==> config.mk <==
export PLATFORM = sky130hd
export DESIGN_NAME = moore_counter_arbiter
export DESIGN_NICKNAME = d
export VERILOG_FILES = /design/src/rtl/moore_counter_arbiter.sv
export SDC_FILE = /design/constraint.sdc
export NUM_CORES = 1
export LEC_CHECK = 0
export BUFFER_PORTS_ARGS = -buffer_cell sky130_fd_sc_hd__buf_2
export CORE_MARGIN = 2
export CORE_UTILIZATION = 35
export DETAILED_ROUTE_END_ITERATION = 6
export PLACE_DENSITY_LB_ADDON = 0.08
export SLEW_MARGIN = 20
export SYNTH_ARGS = -nofsm -noshare
export SYNTH_HDL_FRONTEND = slang
export SYNTH_SLANG_ARGS = --single-unit
==> constraint.sdc <==
create_clock -name clk -period 2.1 [get_ports clk]
set_clock_uncertainty 0.05 [all_clocks]
set_input_delay 0.63 -clock clk [delete_from_list [all_inputs] [get_ports clk]]
set_output_delay 0.63 -clock clk [all_outputs]
set_load 0.005 [all_outputs]
==> src/rtl/moore_counter_arbiter.sv <==
// Arbiter that hands a shared 2-bit Moore counter to one requester at a time.
// Define MCA_ROUND_ROBIN_EN for round-robin arbitration (default: fixed priority).
module moore_counter_arbiter #(
  parameter int N_REQ = 4,
  parameter int LEN_W = 4
) (
  input  logic                     clk,
  input  logic                     rst,
  input  logic [N_REQ-1:0]         req,
  input  logic [N_REQ*LEN_W-1:0]   len,
  input  logic                     y_in,
  output logic [N_REQ-1:0]         gnt,
  output logic                     ctr_clr,
  output logic                     x_en,
  output logic [N_REQ-1:0]         done,
  output logic [LEN_W-1:0]         wraps,
  output logic                     busy
);

  localparam int IW = $clog2(N_REQ);

  localparam logic [1:0] S_IDLE  = 2'd0;
  localparam logic [1:0] S_CLEAR = 2'd1;
  localparam logic [1:0] S_RUN   = 2'd2;
  localparam logic [1:0] S_DONE  = 2'd3;

  logic [1:0]       state;
  logic [IW-1:0]    ptr;
  logic [IW-1:0]    win;
  logic [IW-1:0]    pick;
  logic [IW:0]      idx;
  logic [LEN_W-1:0] rem;
  logic [LEN_W-1:0] len_pick;
  logic             x_en_d;

  // First active requester at or after the pointer; lowest offset wins.
  always_comb begin
    pick = '0;
    idx  = '0;
    for (int i = N_REQ - 1; i >= 0; i--) begin
      idx = {1'b0, ptr} + (IW+1)'(i);
      if (idx >= (IW+1)'(N_REQ))
        idx = idx - (IW+1)'(N_REQ);
      if (req[idx[IW-1:0]])
        pick = idx[IW-1:0];
    end
  end

  // Enable length of the requester being picked.
  always_comb begin
    len_pick = '0;
    for (int i = 0; i < N_REQ; i++) begin
      if (pick == IW'(i))
        len_pick = len[i*LEN_W +: LEN_W];
    end
  end

  // Transaction FSM with registered outputs.
  // The counter's y output trails each enabled count by one cycle, so
  // y_in is counted on the cycle after an x_en cycle (last RUN -> DONE).
  always_ff @(posedge clk) begin
    if (rst) begin
      state   <= S_IDLE;
      gnt     <= '0;
      ctr_clr <= 1'b0;
      x_en    <= 1'b0;
      done    <= '0;
      wraps   <= '0;
      busy    <= 1'b0;
      rem     <= '0;
      ptr     <= '0;
      win     <= '0;
      x_en_d  <= 1'b0;
    end else begin
      ctr_clr <= 1'b0;
      done    <= '0;
      x_en_d  <= x_en;
      if (x_en_d && y_in && wraps != '1)
        wraps <= wraps + LEN_W'(1);
      unique case (state)
        S_IDLE: begin
          if (|req) begin
            state   <= S_CLEAR;
            win     <= pick;
            rem     <= len_pick;
            gnt     <= N_REQ'(1) << pick;
            ctr_clr <= 1'b1;
            wraps   <= '0;
            busy    <= 1'b1;
          end
        end
        S_CLEAR: begin
          if (rem != '0) begin
            state <= S_RUN;
            x_en  <= 1'b1;
          end else begin
            state <= S_DONE;
            done  <= gnt;
          end
        end
        S_RUN: begin
          rem <= rem - LEN_W'(1);
          if (rem == LEN_W'(1)) begin
            state <= S_DONE;
            x_en  <= 1'b0;
            done  <= gnt;
          end
        end
        S_DONE: begin
          state <= S_IDLE;
          gnt   <= '0;
          busy  <= 1'b0;
`ifdef MCA_ROUND_ROBIN_EN
          ptr   <= (win == IW'(N_REQ - 1)) ? '0 : win + IW'(1);
`else
          ptr   <= '0;
`endif
        end
        default: state <= S_IDLE;
      endcase
    end
  end

endmodule

# Word-level counts from Yosys, hierarchy flattened
# Index checks and enable logic that the tools add are counted.
[totals]
reg_bits = 22
in_bits = 23
out_inout_bits = 15
elab_cells = 66
[classes]
add_sub_neg = 2
eq_ne = 11
shifts = 1
mux = 28
bitwise = 1
n_reduce_logical = 14
[ops]
columns = ["operator", "count"]
rows = [
  ["4-bit two-way mux", 11],
  ["4-bit one-hot mux with 2 select lines", 3],
  ["2-bit two-way mux", 6],
  ["2-bit equality test (second input constant)", 4],
  ["2-bit one-hot mux with 4 select lines", 1],
  ["2-bit inequality test (second input constant)", 3],
  ["2-bit AND reduction", 3],
  ["2-bit nonzero test", 3],
  ["1-bit two-way mux", 5],
  ["4-bit by 1-bit adder with 4-bit output (second input constant)", 1],
  ["2-bit by 1-bit equality test with 1-bit output (second input constant)", 2],
  ["4-bit by 1-bit equality test with 1-bit output (second input constant)", 1],
  ["2-bit zero test", 2],
  ["4-bit inequality test (second input constant)", 1],
  ["1-bit one-hot mux with 2 select lines", 2],
  ["4-bit nonzero test", 1],
  ["4-bit OR reduction", 1],
  ["1-bit by 2-bit left shift with 4-bit output (first input constant)", 1],
  ["4-bit by 1-bit subtractor with 4-bit output (second input constant)", 1],
  ["3-bit AND reduction", 1],
  ["1-bit logical AND", 2],
  ["2-bit OR reduction", 1],
  ["1-bit NOT", 1],
]

# Depth between registers and ports, before layout
# Gate-level depths: netlist of run 1.
[depth]
depth_word = 11
ltp_mapped = 7
ltp_nobuf = 6

# Least setup slack after synthesis of run 1
# OpenSTA, ideal clock, no wires.
[synth_timing]
path_type = "input-to-reg"
startpoint = "input req[1]"
endpoint = "register rem[1]"
setup_time_ns = 0.088
t_arrival_ns = 1.632
t_required_ns = 1.962
path_slack_ns = 0.330
stages = 5
n_path_buf = 1
path_cell_list = "buf_2 nor4_4 nand2_1 a32o_1 a311oi_2"
[synth_between]
elab_chain_len = 9
elab_cells_between_ends = 15
classes_between = "eq/ne (4); mux (8); reduce/logical (3)"
[synth_lines]
columns = ["item", "line", "rtl"]
rows = [
  ["from (decl)", "9", "input logic [N_REQ-1:0] req,"],
  ["2-bit two-way mux (2 in series)", "44", "if (req[idx[IW-1:0]])"],
  ["2-bit zero test", "53", "if (pick == IW'(i))"],
  ["4-bit two-way mux (4 in series)", "53", ""],
  ["4-bit two-way mux", "82", "if (|req) begin"],
  ["4-bit one-hot mux with 2 select lines", "80", "unique case (state)"],
  ["to (signal assigned)", "85", "rem <= len_pick;"],
  ["to (signal assigned)", "102", "rem <= rem - LEN_W'(1);"],
  ["to (decl)", "32", "logic [LEN_W-1:0] rem;"],
]
# Several ways; a longest one is shown, not always the timed one. The select of a mux whose other input is x is not followed.
# A chain may end at the register's enable or synchronous reset.

# Worst setup path after layout of run 1
[layout_timing]
startpoint = "register state[1]"
endpoint = "register rem[1]"
[layout_between]
elab_chain_len = 3
elab_cells_between_ends = 6
classes_between = "eq/ne (2); mux (1); reduce/logical (3)"
[layout_lines]
columns = ["item", "line", "rtl"]
rows = [
  ["from (decl)", "27", "logic [1:0] state;"],
  ["from (signal assigned)", "63", "state <= S_IDLE;"],
  ["from (signal assigned)", "83", "state <= S_CLEAR;"],
  ["from (signal assigned)", "94", "state <= S_RUN;"],
  ["2-bit equality test or 2-bit zero test (tied branches)", "80", ""],
  ["2-bit nonzero test (no source line) or 2-bit inequality test (tied branches)", "-", ""],
  ["2-bit AND reduction (no source line)", "-", ""],
]
# Several ways; a longest one is shown, not always the timed one.

==> impl_metrics.csv, run 1 <==
group,metric,value,unit
outcome,status,"finished clean",
finish,antenna_cells,0,
sta,worst_pin_slew,0.449,ns
clocking,clock-root-buffer,"clkbuf_8",
min_path,min_path_type,"flip-flop to flip-flop",
worst_setup_path,critPathRequiredTime,2.22,ns
worst_setup_path,worstSetupPathType,"flip-flop to flip-flop",
synthesis,netlist_instances,144,
sta,setup_viol,0,
detailed_routing,vias_per_cell,5.16,
synthesis,ys_seq_elements,22,
detailed_routing,drtIter0Drc,36,
die,die_w,64.7,um
synthesis,avgSynthCellArea,8.96,um^2
sta,min_period_over_period,84.2,%
clocking,holdBufCountCts,0,
grt,grt_max_degree,17,
detailed_routing,wl,3000,um
placed_design,placedCellCount,228,
synthesis,yosysTopAreaCell,"dfxtp_1",
die,die_y,64.7,um
grt,grt_pass1_vias,1073,
grt,overflow,0,
clocking,cts_resized,0,
clocking,cts.clk_slew.worst_paths,0.08,ns
sta,hold_viol_final,0,
placed_design,hpwlAfterDp,2370,um
worst_setup_path,start_kind,"flip-flop",
grt,track_usage,14.9,%
worst_setup_path,critPathMaxFanout,5,
die,fp-row-count,22,
finish,fin_cells,232,
worst_setup_path,arrival,1.89,ns
finish,drive_above_1_share,28.8,%
synthesis,synth_fp_nets,176,
placed_design,io_buffer_count,37,
synthesis,ys_seq_area_share,34.1,%
synthesis,ys_warn_count,0,
worst_setup_path,crit_path_end_kind,"flip-flop",
sta,rsz0062_at_grt,"no",
synthesis,synth_cell_type_count,42,
finish,nFillCells,389,
sta,finalSetupTns,0,ns
clocking,cts_buffers,3,
grt,gr-usage-met2,25.4,%
die,die_area,4190,um^2
clocking,htreeDepth,1,
synthesis,netlist.area_leader.share,34.1,%
clocking,post-cts-setup-buffers,0,
detailed_routing,num_vias,1196,
sta,max_freq,566,MHz
detailed_routing,drtAntennaViolNets,0,
clocking,cts_tree,"yes",
grt,grt_pass1_wl,4950,um
detailed_routing,drc,0,
clocking,insertion_delay,0.26,ns
sta,relSlewSlack,69.8,%
sta,slew_viol_final,0,
detailed_routing,wl_per_cell,12.9,um
grt,grtUsageMet3,2.60,%
die,core-area,3610,um^2
clocking,cts_buffer_depth,2,
die,ios,38,
synthesis,synth_area,1290,um^2
detailed_routing,dr.pass1.iters,6,
finish,syn2layout_area_growth,23.6,%
grt,grtUsageMet1,19.3,%
grt,grt_antenna_before_repair,0,
die,start_util,35.8,%
placed_design,place_congestion,0.808,
power_and_ir_drop,power_leakage,0.680,nW
clocking,cts_sinks,22,
sta,period_minus_slack,1.77,ns
grt,grt.busiest_layer,"met2",
finish,finalNetCount,217,
synthesis,synth_area_leaders,"dfxtp_1 34%, ha_1 8.7%, nor2_1 4.4%",
power_and_ir_drop,peakVddDrop,380,uV
flow_run,drv_cap,0,
power_and_ir_drop,powerDensity,1030,nW/um^2
## layout by cell type (no fill, tap or decap), types with 3 or more instances in the layout
master and instances:
buf_2 37, dfxtp_1 22, nor2_1 15, nand2_1 12, ha_1 9, inv_1 7, a21oi_1 6, nand3_1 5
and2_1 5, nor2b_1 5, a31oi_1 5, buf_4 5, nand2b_1 4, clkbuf_8 4, nor3_1 3, o221ai_1 3
o21ai_0 3
## logic make-up after synthesis
group                    share of synthesized area [%]
AO/OA/AOI/OAI                                     22.7
XOR/XNOR                                         0.679
adder cells (fa/ha/maj)                           8.73
buffers and inverters                             4.66
flip-flops                                        34.1
multiplexers                                      5.04
AND/OR/NAND/NOR                                   24.1
## where the power goes
group | total, mW | internal, mW | switching, mW
combinational | 0.761 | 0.355 | 0.406
clock | 0.301 | 0.167 | 0.134
sequential | 0.586 | 0.510 | 0.0760
total | 1.65 | 1.03 | 0.617
## synth_stat cells
cell type	number
dfxtp_1	22
nor2_1	15
nand2_1	12
ha_1	9
inv_1	7
a21oi_1	6
a31oi_1	5
and2_1	5
nand3_1	5
nor2b_1	5
nand2b_1	4
buf_2	3
nor3_1	3
o21ai_0	3
o221ai_1	3
a211oi_1	2
a22oi_1	2
a311oi_1	2
a32oi_1	2
clkbuf_1	2
mux2i_1	2
mux2i_4	2
o21a_1	2
o21ai_1	2
or3_1	2
a2111oi_0	1
a221o_1	1
a221oi_1	1
a22o_1	1
a22oi_2	1
a311o_1	1
a311oi_2	1
a32o_1	1
buf_6	1
nor3b_1	1
nor4_4	1
nor4bb_1	1
o41ai_2	1
or3b_1	1
or4_4	1
or4b_1	1
xor2_1	1
## registers in the layout, indices dropped and copies added, names as in the netlist, 2 cells and up
signal	flops
done	4
gnt	4
rem	4
state	2
wraps	4
## layout make-up
type / instances / area (um^2) / share of cell area (%)
multi-input combinational: 109 / 790 / 49.5
sequential: 22 / 440 / 27.6
timing repair buffer: 42 / 223 / 14.0
tap: 48 / 60.1 / 3.77
clock buffer: 4 / 55.1 / 3.45
inverter: 7 / 26.3 / 1.65
## stage by stage
| step | util, % | total power [mW] | worst slack [ns] | hold slack (ns) | instance area (um^2) |
|---|---|---|---|---|---|
| floorplan | - | 1.13 | 0.330 | 0.428 | 1290 |
| global placement | 42.7 | 1.35 | 0.135 | 0.419 | 1540 |
| detailed placement | 42.7 | 1.36 | 0.0945 | 0.436 | 1540 |
| CTS | 44.2 | 1.67 | 0.303 | 0.451 | 1590 |
| global route | 44.2 | 1.79 | 0.229 | 0.466 | 1590 |
| finish | 44.2 | 1.65 | 0.332 | 0.446 | 1590 |
## layer usage
metal  up-vias  wire length, um
li1        607                -
met1       556             1430
met2        31             1410
met3         2              137
met4         0               20
met5         -                0
## critical path: stages (launching register included)
cell	delay [ns]
dfxtp_1	0.41
inv_1	0.11
ha_1	0.25
buf_4	0.19
mux2i_4	0.20
a32o_1	0.23
a311oi_2	0.25
## worst paths after layout
kind                            cells past startpoint  slack (ns)                   to                  start
worst min register to register                      1        0.45   done[1]$_SDFF_PP0_    gnt[1]$_SDFFE_PP0P_
worst min-delay path                                1        0.45   done[1]$_SDFF_PP0_    gnt[1]$_SDFFE_PP0P_
worst max register to register                      6        0.33  rem[1]$_SDFFE_PP0P_  state[1]$_SDFFE_PP0P_
worst max-delay path                                6        0.33  rem[1]$_SDFFE_PP0P_  state[1]$_SDFFE_PP0P_
(Power assumes the default switching activity.)
==> run 2: changes to the inputs <==
--- a/config.mk
+++ b/config.mk
@@ -5,6 +5,7 @@
 export SDC_FILE = /design/constraint.sdc
 export NUM_CORES = 1
 export LEC_CHECK = 0
+export ABC_AREA = 1
 export BUFFER_PORTS_ARGS = -buffer_cell sky130_fd_sc_hd__buf_2
 export CORE_MARGIN = 2
 export CORE_UTILIZATION = 35
==> constraint.sdc (replaced) <==
create_clock -name clk -period 1.5 [get_ports clk]
set_clock_uncertainty 0.05 [all_clocks]
set_input_delay 0.45 -clock clk [delete_from_list [all_inputs] [get_ports clk]]
set_output_delay 0.45 -clock clk [all_outputs]
set_load 0.005 [all_outputs]
==> run 2 against run 1 <==
- core utilization increased by 2.9 points
- worst setup slack got worse by 0.22 ns
- clock power decreased by 14%
- clock-buffer cell count decreased by 1
- global-route usage decreased by 0.75 points
- die area decreased by 1.7%
- largest power group unchanged
==> impl_metrics.csv, run 2 <==
group,metric,value,unit
outcome,status,"finished clean",
die,ios,38,
finish,final_cell_mix,"45 x nand2_1, 37 x buf_2, 22 x inv_1",
synthesis,synth_area_leaders,"dfxtp_1 35%, nand2_1 13%, ha_1 8.9%",
die,die_y,64.1,um
detailed_routing,drtIter0Drc,13,
finish,design_area,1610,um^2
finish,layout_commonest_cell,"nand2_1",
finish,finalNetCount,256,
detailed_routing,wl,2770,um
synthesis,synth_area,1270,um^2
die,die_w,64.1,um
finish,drive_above_1_share,33.3,%
sta,slew_viol_final,0,
synthesis,synth_cell_type_count,25,
placed_design,hpwlAfterDp,2330,um
placed_design,io_buffer_count,37,
placed_design,dpl_cell_area,1530,um^2
finish,fin_cells,268,
worst_setup_path,critPathRequiredTime,1.00,ns
worst_setup_path,timing.critical_path.slowest_stage_cell,"dfxtp_1",
grt,overflow,0,
die,fp-row-count,21,
placed_design,place_congestion,0.752,
worst_setup_path,path_delay_family,"flip-flops",
worst_setup_path,critical_path.cell_chain,"buf_2",
detailed_routing,drc,0,
synthesis,yosysTopAreaCell,"dfxtp_1",
sta,setup_viol,0,
worst_setup_path,worstSetupPathType,"flip-flop to output port",
finish,antenna_cells,0,
worst_setup_path,cp_slowest_stage_delay,0.43,ns
synthesis,ys_warn_count,0,
detailed_routing,dr.pass1.iters,4,
synthesis,avgSynthCellArea,7.03,um^2
grt,grt_antenna_before_repair,0,
sta,hold_viol_final,0,
sta,min_period_over_period,92.2,%
detailed_routing,drtAntennaViolNets,0,
worst_setup_path,arrival,0.88,ns
sta,max_freq,723,MHz
clocking,htreeDepth,1,
power_and_ir_drop,power,2.40,mW
detailed_routing,num_vias,1248,
synthesis,synth_edf_count,0,
worst_setup_path,crit_buf_inv,1,
flow_run,drv_cap,0,
clocking,clock-root-buffer,"clkbuf_4",
clocking,cts.clk_slew.worst_paths,0.12,ns
worst_setup_path,crit_path_end_kind,"output port",
sta,finalSetupTns,0,ns
clocking,cts_buffers,3,
sta,rsz0062_at_grt,"no",
clocking,cts_sinks,22,
synthesis,synth_fp_nets,212,
grt,grt_pass1_wl,4690,um
clocking,cts_buffer_depth,2,
detailed_routing,wl_per_cell,10.3,um
die,core-area,3420,um^2
placed_design,placedCellCount,265,
clocking,cts_tree,"yes",
finish,syn2layout_area_growth,27.0,%
grt,grt_max_degree,12,
grt,grt_pass1_vias,1193,
die,start_util,37.1,%
clocking,insertion_delay,0.30,ns
synthesis,synthArstFlopShare,0,%
power_and_ir_drop,peakVddDrop,907,uV
worst_setup_path,critPathMaxFanout,6,
sta,relSlewSlack,85.5,%
detailed_routing,vias_per_cell,4.66,
synthesis,ys_seq_elements,22,
min_path,min_path_type,"input pin to flip-flop",
synthesis,synthMostInstantiatedCell,"nand2_1",
synthesis,ys_seq_area_share,34.8,%
worst_setup_path,start_kind,"flip-flop",
power_and_ir_drop,power_leakage,0.796,nW
power_and_ir_drop,powerDensity,1490,nW/um^2
synthesis,netlist_instances,180,
die,die_area,4110,um^2
sta,period_minus_slack,1.38,ns
sta,worst_pin_slew,0.218,ns
grt,track_usage,14.2,%
synthesis,synth-main-ff-cell,"dfxtp_1",
finish,post-route-util,47.1,%
synthesis,netlist.area_leader.share,34.8,%
synthesis,netlist_top_cells_count,"45 x nand2_1, 25 x inv_1, 22 x dfxtp_1",
## run 2: cell count changes after synthesis, sizes merged, moves of 5 or more
cell,before,now
a21oi,6,16
and2,5,0
inv,7,32
nand2,12,49
nor2b,5,0
o21ai,5,15
## run 2: report_power, final
| part | internal (mW) | switching [mW] | leakage [nW] | total (mW) |
|---|---|---|---|---|
| logic | 0.548 | 0.776 | 0.602 | 1.32 |
| registers | 0.719 | 0.0913 | 0.180 | 0.811 |
| clock network | 0.0935 | 0.167 | 0.0138 | 0.260 |
## run 2: what timing repair did
| action | in CTS | in global routing |
|---|---|---|
| resized for setup | 0 | 14 |
| setup buffers | 0 | 0 |
| hold buffers | 0 | 0 |
| endpoints found under the setup margin | 0 | 13 |
## run 2: layout make-up
class	instances	area [um^2]
clock buffers	3	22.5
fillers	372	1810
inverters	32	120
multi-input cells	125	758
flip-flops and latches	22	442
well taps	46	57.6
repair buffers	40	208
## run 2: per-stage QoR
| stage | setup WS [ns] | hold slack (ns) |
|---|---|---|
| 2_1_floorplan | 0.0851 | 0.391 |
| 3_3_place_gp | 0.0555 | 0.386 |
| 3_5_place_dp | 0.0193 | 0.393 |
| 4_1_cts | 0.0256 | 0.405 |
| 5_1_grt | 0.0146 | 0.397 |
| 6_report | 0.116 | 0.405 |
## run 2: cell families (layout without fill, tap and decap cells)
logic type      after synthesis  in the layout  synth area share (%)
compound gates               35             35                  16.3
xor+xnor                      1              1                 0.692
fa+ha+maj                     9              9                  8.89
buf+inv                      33             75                  9.78
flops                        22             22                  34.8
simple gates                 80             80                  29.5
## run 2: final timing paths
path / to / cells after the start / start / slack [ns]
max: wraps[2] / 1 / wraps[2]$_SDFF_PP0_ / 0.12
min: state[0]$_SDFFE_PP0P_ / 2 / rst / 0.41
max reg2reg: done[0]$_SDFF_PP0_ / 7 / state[1]$_SDFFE_PP0P_ / 0.13
min reg2reg: x_en_d$_SDFF_PP0_ / 2 / x_en$_SDFFE_PP0P_ / 0.41
## run 2: metal layers
metal  wire length, um  global-route usage [%]  vias to the layer above
li1                  -                       -                      659
met1              1200                    15.1                      554
met2              1400                    27.7                       31
met3               136                    2.82                        4
met4                34                    3.99                        0
met5                 0                       0                        -
